$ cat config.mk
export PLATFORM = sky130hd
export DESIGN_NAME = seq_divider
export DESIGN_NICKNAME = d
export VERILOG_FILES = /design/src/rtl/div_pkg.sv /design/src/rtl/div_sub_stage.sv /design/src/rtl/seq_divider.sv
export SDC_FILE = /design/constraint.sdc
export NUM_CORES = 1
export LEC_CHECK = 0
export BUFFER_PORTS_ARGS = -buffer_cell sky130_fd_sc_hd__buf_2
export CORE_MARGIN = 1.5
export CORE_UTILIZATION = 25
export DETAILED_ROUTE_END_ITERATION = 8
export MAX_ROUTING_LAYER = met4
export PLACE_DENSITY_LB_ADDON = 0.1
export SLEW_MARGIN = 10
export SYNTH_ARGS = -nofsm -noshare
export SYNTH_HDL_FRONTEND = slang
export SYNTH_HIERARCHICAL = 1
export SYNTH_SLANG_ARGS = --single-unit
$ cat constraint.sdc
create_clock -name clk -period 11.7 [get_ports clk]
set_clock_uncertainty 0.05 [all_clocks]
set_input_delay 1.755 -clock clk [delete_from_list [all_inputs] [get_ports clk]]
set_output_delay 1.755 -clock clk [all_outputs]
set_load 0.01 [all_outputs]
$ cat src/rtl/div_pkg.sv
// Shared definitions for the sequential restoring divider: FSM encoding and default width.
package div_pkg;
  localparam int DEFAULT_WIDTH = 8;

  typedef enum logic [1:0] {
    IDLE = 2'd0,
    RUN  = 2'd1,
    DONE = 2'd2
  } state_t;
endpackage

$ cat src/rtl/div_sub_stage.sv
// Combinational trial subtractor a - b, built as a + ~b + 1 over a ripple of full-adder cells.
module div_sub_stage #(
  parameter int W = 9
) (
  input  logic [W-1:0] a,
  input  logic [W-1:0] b,
  output logic [W-1:0] diff,
  output logic         borrow
);
  logic [W:0]   carry;
  logic [W-1:0] nb;

  assign nb       = ~b;
  assign carry[0] = 1'b1;

  for (genvar i = 0; i < W; i++) begin : g_fa
    assign diff[i]      = a[i] ^ nb[i] ^ carry[i];
    assign carry[i + 1] = (a[i] & nb[i]) | (carry[i] & (a[i] ^ nb[i]));
  end

  // No carry out of the top cell means b was larger than a.
  assign borrow = ~carry[W];
endmodule

$ cat src/rtl/seq_divider.sv
// Unsigned restoring divider, one quotient bit per cycle MSB first; done pulses WIDTH cycles
// after the accepting edge (same cycle for a zero divisor). start is ignored while busy.
module seq_divider
  import div_pkg::*;
#(
  parameter int WIDTH = DEFAULT_WIDTH
) (
  input  logic             clk,
  input  logic             rst,
  input  logic             start,
  input  logic [WIDTH-1:0] dividend,
  input  logic [WIDTH-1:0] divisor,
  output logic             busy,
  output logic             done,
  output logic [WIDTH-1:0] quotient,
  output logic [WIDTH-1:0] remainder,
  output logic             div_by_zero
);
  localparam int CW = (WIDTH > 1) ? $clog2(WIDTH) : 1;
  localparam logic [CW-1:0] LAST = CW'(WIDTH - 1);

  state_t           state;
  logic [CW-1:0]    cnt;
  logic [WIDTH-1:0] r;
  logic [WIDTH-1:0] dvd;
  logic [WIDTH-1:0] dvs;

  logic [WIDTH:0]   shifted;
  logic [WIDTH:0]   trial;
  logic             borrow;
  logic             qbit;
  logic [WIDTH-1:0] next_r;

  // dvd shifts dividend bits out of the top and quotient bits in at the bottom.
  assign shifted = {r, dvd[WIDTH-1]};

  div_sub_stage #(.W(WIDTH + 1)) u_sub (
    .a      (shifted),
    .b      ({1'b0, dvs}),
    .diff   (trial),
    .borrow (borrow)
  );

  // Trial sign and borrow agree since the partial remainder stays below 2*divisor.
  assign qbit   = ~trial[WIDTH] & ~borrow;
  assign next_r = qbit ? trial[WIDTH-1:0] : shifted[WIDTH-1:0];

  always_ff @(posedge clk or posedge rst) begin
    if (rst) begin
      state       <= IDLE;
      busy        <= 1'b0;
      done        <= 1'b0;
      quotient    <= '0;
      remainder   <= '0;
      div_by_zero <= 1'b0;
      cnt         <= '0;
      r           <= '0;
      dvd         <= '0;
      dvs         <= '0;
    end else begin
      done <= 1'b0;
      case (state)
        RUN: begin
          r   <= next_r;
          dvd <= {dvd[WIDTH-2:0], qbit};
          cnt <= cnt + 1'b1;
          if (cnt == LAST) begin
            state     <= DONE;
            busy      <= 1'b0;
            done      <= 1'b1;
            quotient  <= {dvd[WIDTH-2:0], qbit};
            remainder <= next_r;
          end
        end
        default: begin
          if (start) begin
            dvs <= divisor;
            dvd <= dividend;
            r   <= '0;
            cnt <= '0;
            if (divisor == '0) begin
              state       <= DONE;
              done        <= 1'b1;
              quotient    <= '1;
              remainder   <= dividend;
              div_by_zero <= 1'b1;
            end else begin
              state       <= RUN;
              busy        <= 1'b1;
              div_by_zero <= 1'b0;
            end
          end else begin
            state <= IDLE;
          end
        end
      endcase
    end
  end
endmodule

Word level (Yosys, flattened, before mapping)
Cells that the tools add are included.
{ "totals": {"word_cells": 96, "rom_bits": 0, "ram_bits": 0, "in_bits": 19, "latchBits": 0, "output_inout_bits": 19, "mem_count": 0, "reg_bits": 48} }
{ "classes": {"multipliers": 0, "n_reduce_logical": 6, "shifts": 0, "n_bitwise": 48, "n_div": 0, "eq_ne": 4, "addsub": 1, "order_cmp": 0, "n_mux": 27} }
{ "op_table": {"columns": ["operator", "count"], "rows": [
  ["two-way mux 8 bit", 13],
  ["AND 1 bit", 18],
  ["bitwise XOR 1 bit", 17],
  ["inverter 8 -> 9 bit", 1],
  ["bitwise OR 1 bit", 9],
  ["logical NOT 8 bit", 1],
  ["two-way mux 1 bit", 8],
  ["two-way mux 2 bit", 4],
  ["two-way mux 3 bit", 2],
  ["AND reduction 3 bit", 2],
  ["nonzero test 2 bit", 2],
  ["adder 3 x 1 -> 3 bit, second input constant", 1],
  ["== test 3 bit, second input constant", 1],
  ["inverter 1 bit", 3],
  ["== test 2 x 1 -> 1 bit, second input constant", 1],
  ["inequality test 2 x 1 -> 1 bit, second input constant", 1],
  ["inequality test 2 bit, second input constant", 1],
  ["AND reduction 2 bit", 1]
]} }

Depth between registers and ports, before layout
Gate-level depths: netlist of run 1.
{ "depth": {"depth_word": 23, "ltp_mapped": 17} }

By module
The synthesis of run 1 kept the hierarchy.
{ "by_module_without_submodules": {"columns": ["module", "area_per_inst_um2", "n_inst", "seq_area_each_um2", "cells_per_inst"], "rows": [
  ["seq_divider", 2178.3, 1, 1201.2, 179],
  ["div_sub_stage", 244.0, 1, 0.0, 28]
]} }

Worst setup path after synthesis of run 1
Ideal clock, no wire load.
{ "synth_path": {"kind": "register -> register", "startpoint": "register dvd[7]", "endpoint": "register remainder[0]", "arrival_ps": 4366, "t_required_ps": 11586, "stages_incl_launch_ff": 18, "setup_ps": 64, "path_buffers": 1, "slack_ps": 7220, "cell_sequence": "dfrtp_1 > inv_1 > ha_1 > inv_1 > fa_1 > inv_1 > fa_1 > fa_1 > fa_1 > fa_1 > fa_1 > fa_1 > fa_1 > inv_1 > buf_2 > or3b_1 > nand3_1 > o221a_4"} }
{ "synth_via": {"elab_chain_cells": 22, "word_cells_on_any_way": 26, "classes_between": "mux: 3; bitwise: 23"} }
{ "synth_rtl": {"columns": ["item", "line_no", "text"], "rows": [
  ["start, declared", "seq_divider.sv:25", "logic [WIDTH-1:0] dvd;"],
  ["start signal, assigned", "seq_divider.sv:65", "dvd <= {dvd[WIDTH-2:0], qbit};"],
  ["start signal, assigned", "seq_divider.sv:78", "dvd <= dividend;"],
  ["AND 1 bit / bitwise XOR 1 bit (equally long branches)", "div_sub_stage.sv:18", "assign carry[i + 1] = (a[i] & nb[i]) | (carry[i] & (a[i] ^ nb[i]));"],
  ["bitwise OR 1 bit (*)", "div_sub_stage.sv:18", null],
  ["AND 1 bit (*)", "div_sub_stage.sv:18", null],
  ["bitwise OR 1 bit (*)", "div_sub_stage.sv:18", null],
  ["AND 1 bit (*)", "div_sub_stage.sv:18", null],
  ["bitwise OR 1 bit (*)", "div_sub_stage.sv:18", null],
  ["AND 1 bit (*)", "div_sub_stage.sv:18", null],
  ["bitwise OR 1 bit (*)", "div_sub_stage.sv:18", null],
  ["[... 7 more ...]", null, null],
  ["bitwise OR 1 bit (*)", "div_sub_stage.sv:18", null],
  ["bitwise XOR 1 bit (*)", "div_sub_stage.sv:17", "assign diff[i] = a[i] ^ nb[i] ^ carry[i];"],
  ["named net trial[8]", "seq_divider.sv:29", "logic [WIDTH:0] trial;"],
  ["inverter 1 bit (*)", "seq_divider.sv:45", "assign qbit = ~trial[WIDTH] & ~borrow;"],
  ["AND 1 bit (*)", "seq_divider.sv:45", null],
  ["two-way mux 8 bit (*)", "seq_divider.sv:46", "assign next_r = qbit ? trial[WIDTH-1:0] : shifted[WIDTH-1:0];"],
  ["two-way mux 8 bit (*)", "seq_divider.sv:67", "if (cnt == LAST) begin"],
  ["two-way mux 8 bit (*)", "seq_divider.sv:62", "case (state)"],
  ["end signal, assigned", "seq_divider.sv:72", "remainder <= next_r;"],
  ["end signal, assigned", "seq_divider.sv:85", "remainder <= dividend;"],
  ["end, declared", "seq_divider.sv:16", "output logic [WIDTH-1:0] remainder,"]
]} }
The timed path passes the listed nets; every way through them passes the cells marked *. The select of a mux whose other input is x is not followed.
A chain may end at the register's enable or synchronous reset.

Worst setup path after layout of run 1
{ "layout_path": {"startpoint": "register dvd[7]", "endpoint": "register r[4]"} }
{ "layout_via": {"elab_chain_cells": 21, "word_cells_on_any_way": 25, "classes_between": "mux: 2; bitwise: 23"} }
{ "layout_rtl": {"columns": ["item", "line_no", "text"], "rows": [
  ["AND 1 bit / bitwise XOR 1 bit (equally long branches)", "div_sub_stage.sv:18", null],
  ["bitwise OR 1 bit (*)", "div_sub_stage.sv:18", null],
  ["AND 1 bit (*)", "div_sub_stage.sv:18", null],
  ["bitwise OR 1 bit (*)", "div_sub_stage.sv:18", null],
  ["AND 1 bit (*)", "div_sub_stage.sv:18", null],
  ["bitwise OR 1 bit (*)", "div_sub_stage.sv:18", null],
  ["AND 1 bit (*)", "div_sub_stage.sv:18", null],
  ["bitwise OR 1 bit (*)", "div_sub_stage.sv:18", null],
  ["[... 6 more ...]", null, null],
  ["AND 1 bit (*)", "div_sub_stage.sv:18", null],
  ["bitwise OR 1 bit (*)", "div_sub_stage.sv:18", null],
  ["bitwise XOR 1 bit (*)", "div_sub_stage.sv:17", null],
  ["named net trial[8]", "seq_divider.sv:29", null],
  ["inverter 1 bit (*)", "seq_divider.sv:45", null],
  ["AND 1 bit (*)", "seq_divider.sv:45", null],
  ["two-way mux 8 bit (*)", "seq_divider.sv:46", null],
  ["two-way mux 8 bit (*)", "seq_divider.sv:62", null],
  ["end signal, assigned", "seq_divider.sv:64", "r <= next_r;"],
  ["end, declared", "seq_divider.sv:24", "logic [WIDTH-1:0] r;"]
]} }
The timed path passes the listed nets; every way through them passes the cells marked *.

==> results of run 1 <==
-- power groups by stage --
stage	sequential, mW	combinational [mW]	clock, mW
after detailed placement	0.299	0.344	0
after global placement	0.298	0.342	0
final	0.294	0.337	0.127
after global routing	0.305	0.385	0.138
after floorplan	0.299	0.238	0
after CTS	0.296	0.346	0.133
-- per-layer routing --
layer	up-vias	GRT usage, %
met5	-	-
met4	0	3.53
met3	9	2.55
met2	31	19.6
met1	836	16.2
li1	801	-
-- how the worst max path moves through the flow --
stage                   endpoint  slack (ps)  depth (start not counted)
floorplan           remainder[0]        7220                         17
global placement    remainder[5]        7040                         16
detailed placement  remainder[5]        6960                         16
CTS                 remainder[5]        6920                         16
global route        remainder[6]        6690                         16
finish                      r[4]        6940                         16
-- registers in the layout (all words and copies together), names as in the netlist --
register	count
cnt	3
busy	1
div_by_zero	1
dvd	8
r	8
quotient	8
state	2
done	1
remainder	8
dvs	8
-- placed cells by master, fill, tap and decap left out, types with 2 or more instances in the layout --
| cell | n |
|---|---|
| a31o_1 | 6 |
| nor2_1 | 9 |
| o21ai_1 | 6 |
| mux2_1 | 9 |
| ha_1 | 4 |
| o22a_1 | 8 |
| dfrtp_1 | 48 |
| nor4_4 | 2 |
| a41o_1 | 2 |
| o21ai_0 | 7 |
| clkbuf_8 | 5 |
| nand3_1 | 11 |
| a211o_1 | 2 |
| a21oi_1 | 16 |
| fa_1 | 8 |
| buf_4 | 2 |
| or3b_1 | 4 |
| or3b_2 | 2 |
| mux2i_1 | 8 |
| inv_2 | 2 |
| inv_1 | 22 |
| o21a_1 | 2 |
| buf_2 | 37 |
| o221a_1 | 7 |
-- cells by family (layout without fill, tap and decap cells) --
| group | count (synthesis) | after routing | synth area share (%) |
|---|---|---|---|
| AO/OA/AOI/OAI | 58 | 58 | 17.6 |
| flip-flops | 48 | 48 | 49.6 |
| buffers and inverters | 37 | 71 | 7.08 |
| AND/OR/NAND/NOR | 34 | 34 | 9.45 |
| multiplexers | 17 | 17 | 7.49 |
| adder cells (fa/ha/maj) | 12 | 12 | 8.68 |
| other | 1 | 1 | 0.155 |
-- layout make-up --
| class | instances | area (sq um) | area share (%) |
|---|---|---|---|
| Multi-Input combinational cell | 122 | 1050 | 37.3 |
| Sequential cell | 48 | 1200 | 42.6 |
| Clock buffer | 5 | 68.8 | 2.44 |
| Clock inverter | 3 | 46.3 | 1.64 |
| Inverter | 24 | 90.1 | 3.20 |
| Timing Repair Buffer | 39 | 200 | 7.10 |
| Tap cell | 129 | 161 | 5.73 |
-- per-stage QoR --
stage	instances	setup WS, ps
3_3_place_gp	362	7040
5_1_grt	370	6690
2_1_floorplan	207	7220
3_5_place_dp	362	6960
4_1_cts	370	6920
6_report	370	6940
==> metrics.md, run 1 <==
| Metric | Value |
|---|---|
| Die area | 10300 sq um |
| Worst slew pin tran | 712 ps |
| Wirelength per Cell | 15.9 um |
| Largest net degree at the start of global routing | 49 |
| Routed vias | 1677 |
| Min-delay src | quotient[7] |
| FP Rows | 35 |
| Height of the die | 101 um |
| Number of global-route vias before repair | 1716 |
| Flop pwr share | 38.8% |
| Fillers | 987 |
| Syn-to-layout area delta | 16.3% |
| Sequential fraction of the synthesis area | 49.6% |
| Crit-path cells | inv_1 -> ha_1 -> inv_1 -> fa_1 -> inv_1 -> fa_1 -> fa_1 -> fa_1 -> fa_1 -> fa_1 -> fa_1 -> fa_1 -> inv_1 -> or3b_2 -> a21oi_1 -> a31o_1 |
| Root buffer cell | clkbuf_8 |
| PD cells | 269 nW/um^2 |
| Pre-antenna DRT Iters | 4 |
| Crit start category | register |
| Post-synth EDFFs | 0 |
| Max-slew violation count | 0 |
| Worst rel slew slack | 52.5% |
| Nets | 271 |
| Most used cell, CP | fa_1 |
| Highest clock rate | 210 MHz |
| Util after Layout | 30.2% |
| Starting Density | 26.0% |
| WS Path Type | register to register |
| Count of final setup violators | 0 |
| Clock Power Share | 16.8% |
| R2R cell count | 16 |
| Comb power frac | 44.4% |
| Area leader, netlist | dfrtp_1 |
| Flop2flop setup slack | 6940 ps |
| Syn Inst Count | 207 |
| PortBufs | 37 |
| Wire length on met2 | 2730 um |
| Detailed Route Iter0 Violations | 47 |
| Synth Warn # | 6 |
| Ranking of synthesized cells by area | dfrtp_1 50%, fa_1 6.6%, mux2_1 4.2% |
| Final wirelength | 5880 um |
| Ant. Diodes | 0 |
| Synth cell types | 34 |
| Aggregate global-route resource usage | 12.4% |
| Pleak | 1.24 nW |
| Top Layer Used | met4 |
| H-tree levels | 2 |
| Post-route cell area | 2820 sq um |
| Commonest cells in the netlist | 48 x dfrtp_1, 23 x inv_1, 16 x a21oi_1 |
| Count leader, synth | dfrtp_1 |
| CP max FO | 15 |
| CTS clock-pin slew for the worst setup and hold paths | 100 ps |
| CP max stage delay | 510 ps |
| Status | complete, no violations |
| Share of layout cells above drive strength 1 | 22.8% |
| Avg Cell Area, Syn | 11.7 sq um |
| Switching Share | 40.0% |
| CP top delay family | adder cells |
| CTS hold repair buffers | 0 |
| Hold depth | 1 |
| Unrepaired setup endpoints after global routing | false |
| Net switching power | 0.303 mW |
| First-pass GRT wire length | 9370 um |
| Slowest cell on crit path | or3b_2 |
| Final hold viol count | 0 |
| TritonCTS Buffers | 5 |
| Internal | 0.455 mW |
| Crit Reg-Reg Startpoint | dvd[7] |
| Synth Flop Type | dfrtp_1 |
| Routed length on met3 | 255 um |
| Remaining DRCs | 0 |
| Core ar. | 9330 sq um |
| Hold path endpoint | quotient[7] |
| Fraction of registers with async set or reset after synthesis | 100% |
| CP bufs+invs | 4 |
| Final TNS setup | 0 ps |
| Gpl congestion | 0.717 |
| Clk sinks | 48 |
| Yosys reg bits | 48 |
| Synth Net Count | 238 |
| IO Count | 38 |
| Hold WS | 441 ps |
| Clock Path Buffers | 2 |
| Setup Buffers After CTS | 0 |
| Post-DRT Antenna Nets | 0 |
| CP startpoint | dvd[7] |
| Worst skew pair latency | 310 ps |
| CTS tree | built |
| Final Power | 0.758 mW |
| Synth top area share | 49.6% |
| Post-CTS resize count | 0 |
| CP arrival | 4970 ps |
| CP Capture Type | register |
| Mapped cell area | 2420 sq um |
| Max_cap viols | 0 |
| Drt via density | 4.53 |
| Worst hold path class | register to register |
| CP required | 11910 ps |
| Detail Placement HPWL | 4130 um |
| Global route total overflow | 0 |
| Met1 Wirelength | 2820 um |
| Antenna violations before repair | 0 |
| Fin crit share | 40.7% |
| Worst vdd ir | 112 uV |
| Area after DPL | 2700 sq um |
| Reg2reg end | r[4] |
| Clock period minus worst slack | 4760 ps |
| Die Width | 101 um |
Power figures use the tool's default switching activity.
==> inputs of run 2 (changes only) <==
- clock period: 11.7 -> 4.6 ns (I/O delays scaled with it)
==> metrics.md, run 2 (synthesized netlist as in run 1, its figures left out) <==
| Metric | Value |
|---|---|
| CP required | 4800 ps (-7110 ps) |
| IO Count | 38 (unchanged) |
| Finished Layout Cells | 373 (+0.81%) |
| Met3 Usage GRT | 2.48% (-0.069 points) |
| Unrepaired setup endpoints after global routing | false |
| Placed Cells | 364 (+0.55%) |
| Max_cap viols | 0 (unchanged) |
| Max-slew violation count | 0 (unchanged) |
| Clock Power Share | 16.3% (-0.5 points) |
| Global route total overflow | 0 (unchanged) |
| Internal | 1.19 mW (+160%) |
| Wirelength per Cell | 15.3 um (-3.9%) |
| Antenna violations before repair | 0 (unchanged) |
| Reg2reg end | remainder[4] |
| CTS clock-pin slew for the worst setup and hold paths | 100 ps (about the same) |
| Starting Density | 26.0% (unchanged) |
| Clock period minus worst slack | 4410 ps (-348 ps) |
| WS Path Type | register to register |
| Nets | 274 (+1.1%) |
| Share of layout cells above drive strength 1 | 26.6% (+3.8 points) |
| Final Power | 1.96 mW (+160%) |
| Clock Path Buffers | 2 (unchanged) |
| Fin crit share | 95.9% (+55 points) |
| Height of the die | 101 um (unchanged) |
| Crit start category | register |
| Root buffer cell | clkbuf_8 |
| Pre-antenna DRT Iters | 4 (unchanged) |
| Setup WS pre-CTS | -96.1 ps (-7050 ps) |
| Flop pwr share | 38.2% (-0.6 points) |
| Worst vdd ir | 193 uV (+73%) |
| CTS tree | built |
| TritonCTS Buffers | 5 (unchanged) |
| CP startpoint | dvd[7] |
| CP arrival | 4610 ps (-360 ps) |
| Detail Placement HPWL | 4070 um (-1.4%) |
| Comb power frac | 45.5% (+1.1 points) |
| Worst skew pair latency | 310 ps (about the same) |
| Post-route cell area | 2860 sq um (+1.4%) |
| GR Layer Usage met2 | 19.3% (-0.31 points) |
| Syn-to-layout area delta | 18.0% |
| Highest clock rate | 227 MHz (+7.9%) |
| GR Util met1 | 15.7% (-0.53 points) |
| Final worst slack | 188 ps (-6750 ps) |
| Final hold viol count | 0 (unchanged) |
| H-tree levels | 2 (unchanged) |
| CP Capture Point | remainder[4] |
| Crit Reg-Reg Startpoint | dvd[7] |
| Count of final setup violators | 0 (unchanged) |
| First-pass GRT wire length | 9140 um (-2.4%) |
| Hold WS | 442 ps (+1.81 ps) |
| Clk sinks | 48 (unchanged) |
| Status | complete, no violations |
| Gpl congestion | 0.723 (+0.84%) |
| Final wirelength | 5700 um (-3.1%) |
| Worst rel slew slack | 52.6% (+0.14 points) |
| Remaining DRCs | 0 (unchanged) |
| CP Capture Type | register |
| PD cells | 687 nW/um^2 (+160%) |
| PortBufs | 37 (unchanged) |
| Worst slew pin tran | 710 ps (-2.04 ps) |
| Post-DRT Antenna Nets | 0 (unchanged) |
| Largest net degree at the start of global routing | 49 (unchanged) |
| FP Rows | 35 (unchanged) |
| Net switching power | 0.774 mW (+150%) |
| Core ar. | 9330 sq um (unchanged) |
| Switching Share | 39.4% (-0.60 points) |
| Commonest non-fill, non-tap cell in the layout | dfrtp_1 |
| R2R cell count | 16 (unchanged) |
| Number of global-route vias before repair | 1706 (-0.58%) |
| CTS hold repair buffers | 0 (unchanged) |
| Ant. Diodes | 0 (unchanged) |
| Detailed Route Iter0 Violations | 48 (+2.1%) |
| Flop2flop setup slack | 190 ps (-6750 ps) |
| CP max FO | 15 (unchanged) |
| Area after DPL | 2720 sq um (+0.56%) |
| Commonest non-fill, non-tap cells in the layout | 48 x dfrtp_1, 37 x buf_2, 21 x inv_1, 16 x a21oi_1, 11 x nand3_1 |
| Routed vias | 1658 (-1.1%) |
| Pleak | 1.25 nW (+0.89%) |
| Gr busiest metal | met2 |
| Aggregate global-route resource usage | 12.1% (-0.29 points) |
| Die area | 10300 sq um (unchanged) |
| Die Width | 101 um (unchanged) |
| Worst hold path class | register to register |
| Drt via density | 4.45 (-1.9%) |
-- run 2: cell types whose count changed in the layout (fill, tap and decap cells not counted), sizes merged --
cell / before / now
buf: 39 / 42
-- run 2: cell type report --
class,count,area (sq um)
Multi-Input combinational cell,122,1060
Clock buffer,5,68.8
Fill cell,1000,6470
Clock inverter,3,46.3
Inverter,24,92.6
Tap cell,129,161
Sequential cell,48,1200
Timing Repair Buffer,42,223
-- run 2: worst min path at each step --
stage	start	end	slack [ps]	cells after the start
floorplan	cnt[0]	cnt[0]	400	1
global placement	quotient[4]	quotient[4]	420	1
detailed placement	quotient[6]	quotient[6]	420	1
CTS	quotient[6]	quotient[6]	450	1
global route	quotient[6]	quotient[6]	460	1
finish	quotient[4]	quotient[4]	440	1
-- run 2: per-layer routing --
layer  share of wire [%]  routed length, um
met4                0.88                 50
met1                  47               2700
met3                 4.0                227
met2                  48               2720
met5                   0                  0
-- run 2: critical path, stage by stage, from the launching register on --
cell	delay, ps
dfrtp_1	360
inv_1	40
ha_1	180
inv_1	70
fa_1	160
inv_1	50
fa_1	370
fa_2	350
fa_2	340
fa_2	340
fa_2	350
fa_2	350
fa_2	560
inv_4	70
or3b_2	460
nand3_1	100
o221a_1	170
-- run 2: power by group through the flow --
stage	logic, mW	clock network [mW]	registers (mW)
6_report	0.893	0.319	0.750
5_1_grt	1.01	0.347	0.781
4_1_cts	0.895	0.335	0.753
3_5_place_dp	0.878	0	0.759
3_3_place_gp	0.865	0	0.761
2_1_floorplan	0.604	0	0.760
-- run 2: timing repair --
action / CTS / global route
setup buffers: 0 / 1
endpoints found under the setup margin: 16 / 15
gates resized for setup: 4 / 4
-- run 2: metrics by stage --
| stage | util (%) | setup TNS (ps) |
|---|---|---|
| after floorplan | - | 0 |
| after global placement | 29.1 | -17.4 |
| after detailed placement | 29.1 | -571 |
| after CTS | 30.4 | 0 |
| after global routing | 30.6 | 0 |
| final | 30.6 | 0 |
==> inputs of run 3 (changes only) <==
- CORE_UTILIZATION: 25 -> 40
==> metrics.md, run 3 (synthesized netlist as in run 1, its figures left out) <==
| Metric | Value |
|---|---|
| Clk sinks | 48 (unchanged) |
| Crit start category | register |
| CP arrival | 4610 ps (about the same) |
| CP Capture Point | remainder[5] |
| CP startpoint | dvs[0] |
| Largest net degree at the start of global routing | 49 (unchanged) |
| PD cells | 719 nW/um^2 (+4.7%) |
| FP Rows | 28 (-20%) |
| Post-DRT Antenna Nets | 0 (unchanged) |
| Unrepaired setup endpoints after global routing | false |
| Height of the die | 80.8 um (-20%) |
| TritonCTS Buffers | 5 (unchanged) |
| Max_cap viols | 0 (unchanged) |
| Root buffer cell | clkbuf_8 |
| Crit-path cells | ha_1 -> inv_1 -> fa_1 -> inv_1 -> fa_2 -> fa_2 -> fa_2 -> fa_2 -> fa_2 -> fa_2 -> fa_1 -> or3b_2 -> nand3_1 -> o221a_1 |
| CTS tree | built |
| Starting Density | 41.2% (+15 points) |
| Comb power frac | 44.9% (-0.6 points) |
| Reg2reg end | remainder[5] |
| Pleak | 1.27 nW (+1.1%) |
| Final hold viol count | 0 (unchanged) |
| Worst rel slew slack | 32.7% (-20 points) |
| Critical path depth | 14 (-2) |
| Internal | 1.26 mW (+6.3%) |
| Ant. Diodes | 0 (unchanged) |
| Max-slew violation count | 0 (unchanged) |
| CP required | 4790 ps (about the same) |
| Antenna violations before repair | 0 (unchanged) |
| Number of global-route vias before repair | 1667 (-2.3%) |
| IO Count | 38 (unchanged) |
| WS Path Type | register to register |
| Finished Layout Cells | 319 (-14%) |
| Syn-to-layout area delta | 16.3% |
| Nets | 274 (unchanged) |
| First-pass GRT wire length | 8440 um (-7.7%) |
| Placed Cells | 311 (-15%) |
| Worst slew pin tran | 1010 ps (+298 ps) |
| CP top delay family | adder cells |
| Commonest non-fill, non-tap cells in the layout | 48 x dfrtp_1, 37 x buf_2, 21 x inv_1, 15 x a21oi_1, 11 x nand3_1 |
| Pre-antenna DRT Iters | 4 (unchanged) |
| Worst skew pair latency | 310 ps (about the same) |
| Worst hold path class | register to register |
| Fin crit share | 96.0% (about the same) |
| Die Width | 80.8 um (-20%) |
| Commonest non-fill, non-tap cell in the layout | dfrtp_1 |
| Aggregate global-route resource usage | 17.9% (+5.7 points) |
| CTS clock-pin slew for the worst setup and hold paths | 100 ps (about the same) |
| Die area | 6530 sq um (-37%) |
| Drt via density | 5.20 (+17%) |
| Routed vias | 1660 (+0.12%) |
| Min-delay src | quotient[0] |
| Global route total overflow | 0 (unchanged) |
| Highest clock rate | 226 MHz (about the same) |
| Slowest cell on crit path | fa_1 |
| Final TNS setup | 0 ps (unchanged) |
| Util after Layout | 47.9% (+17 points) |
| Clock Power Share | 18.4% (+2.1 points) |
| Clock period minus worst slack | 4420 ps (+3.69 ps) |
| Remaining DRCs | 0 (unchanged) |
| CP Capture Type | register |
| Worst vdd ir | 283 uV (+47%) |
| Detailed Route Iter0 Violations | 109 (+130%) |
| Wirelength per Cell | 15.8 um (+3.6%) |
| Count of final setup violators | 0 (unchanged) |
| Setup Buffers After CTS | 0 (unchanged) |
| PortBufs | 37 (unchanged) |
| Crit Reg-Reg Startpoint | dvs[0] |
| Core ar. | 5890 sq um (-37%) |
| CP max stage delay | 560 ps (about the same) |
| Net switching power | 0.762 mW (-1.5%) |
| Final wirelength | 5050 um (-11%) |
| CP bufs+invs | 2 (-2) |
| Status | complete, no violations |
| Switching Share | 37.6% (-1.8 points) |
| R2R cell count | 14 (-2) |
| Share of layout cells above drive strength 1 | 27.5% (+0.82 points) |
| Gpl congestion | 0.812 (+12%) |
| Flop2flop setup slack | 180 ps (about the same) |
| Clock Path Buffers | 2 (unchanged) |
| H-tree levels | 2 (unchanged) |
| Most used cell, CP | fa_2 |
| Detail Placement HPWL | 3630 um (-11%) |
| Flop pwr share | 36.8% (-1.4 points) |
| Final Power | 2.03 mW (+3.2%) |
| CP max FO | 15 (unchanged) |
| CTS hold repair buffers | 0 (unchanged) |
## run 3: changes by cell type in the layout (fill, tap and decap cells not counted)
cell        change
a21oi_2         +1
bufinv_16       +1
inv_2           +1
a21oi_1         -1
or3b_4          +1
clkinvlp_4      -1
or3b_1          -1
inv_4           -1
## run 3: metal layers
metal  GRT usage (%)  wire, um  up-vias
met5               -         0        -
li1                -         -      809
met4            5.86        52        0
met3            4.38       220        4
met1            23.1      2300      813
met2            27.5      2470       34
## run 3: worst min-delay path by stage
stage | end | slack, ps | cells past startpoint
3_5_place_dp | quotient[1] | 420 | 1
2_1_floorplan | cnt[0] | 400 | 1
4_1_cts | cnt[0] | 440 | 1
3_3_place_gp | quotient[5] | 420 | 1
6_report | quotient[0] | 440 | 1
5_1_grt | cnt[0] | 460 | 1
## run 3: final cells by class
class | count | area (sq um)
Fill cell | 556 | 3070
Clock inverter | 3 | 68.8
Clock buffer | 5 | 68.8
Multi-Input combinational cell | 122 | 1070
Timing Repair Buffer | 42 | 223
Tap cell | 75 | 93.8
Inverter | 24 | 90.1
Sequential cell | 48 | 1200
## run 3: timing repair
action | CTS | global route
endpoints found under the hold margin | 0 | 0
gates resized for setup | 5 | 4
endpoints found under the setup margin | 14 | 13
## run 3: power by group through the flow
stage | Combinational [mW] | Sequential, mW | Clock, mW
CTS | 0.912 | 0.748 | 0.385
floorplan | 0.604 | 0.760 | 0
finish | 0.908 | 0.745 | 0.372
detailed placement | 0.886 | 0.756 | 0
global route | 1.03 | 0.775 | 0.405
global placement | 0.874 | 0.754 | 0
## run 3: stage by stage
| step | hold WS [ps] | cell area (sq um) | setup WS [ps] |
|---|---|---|---|
| 2_1_floorplan | 404 | 2420 | 120 |
| 4_1_cts | 443 | 2810 | 39.3 |
| 3_5_place_dp | 422 | 2660 | -89.4 |
| 5_1_grt | 456 | 2820 | 35.5 |
| 3_3_place_gp | 419 | 2660 | -17.1 |
| 6_report | 443 | 2820 | 184 |
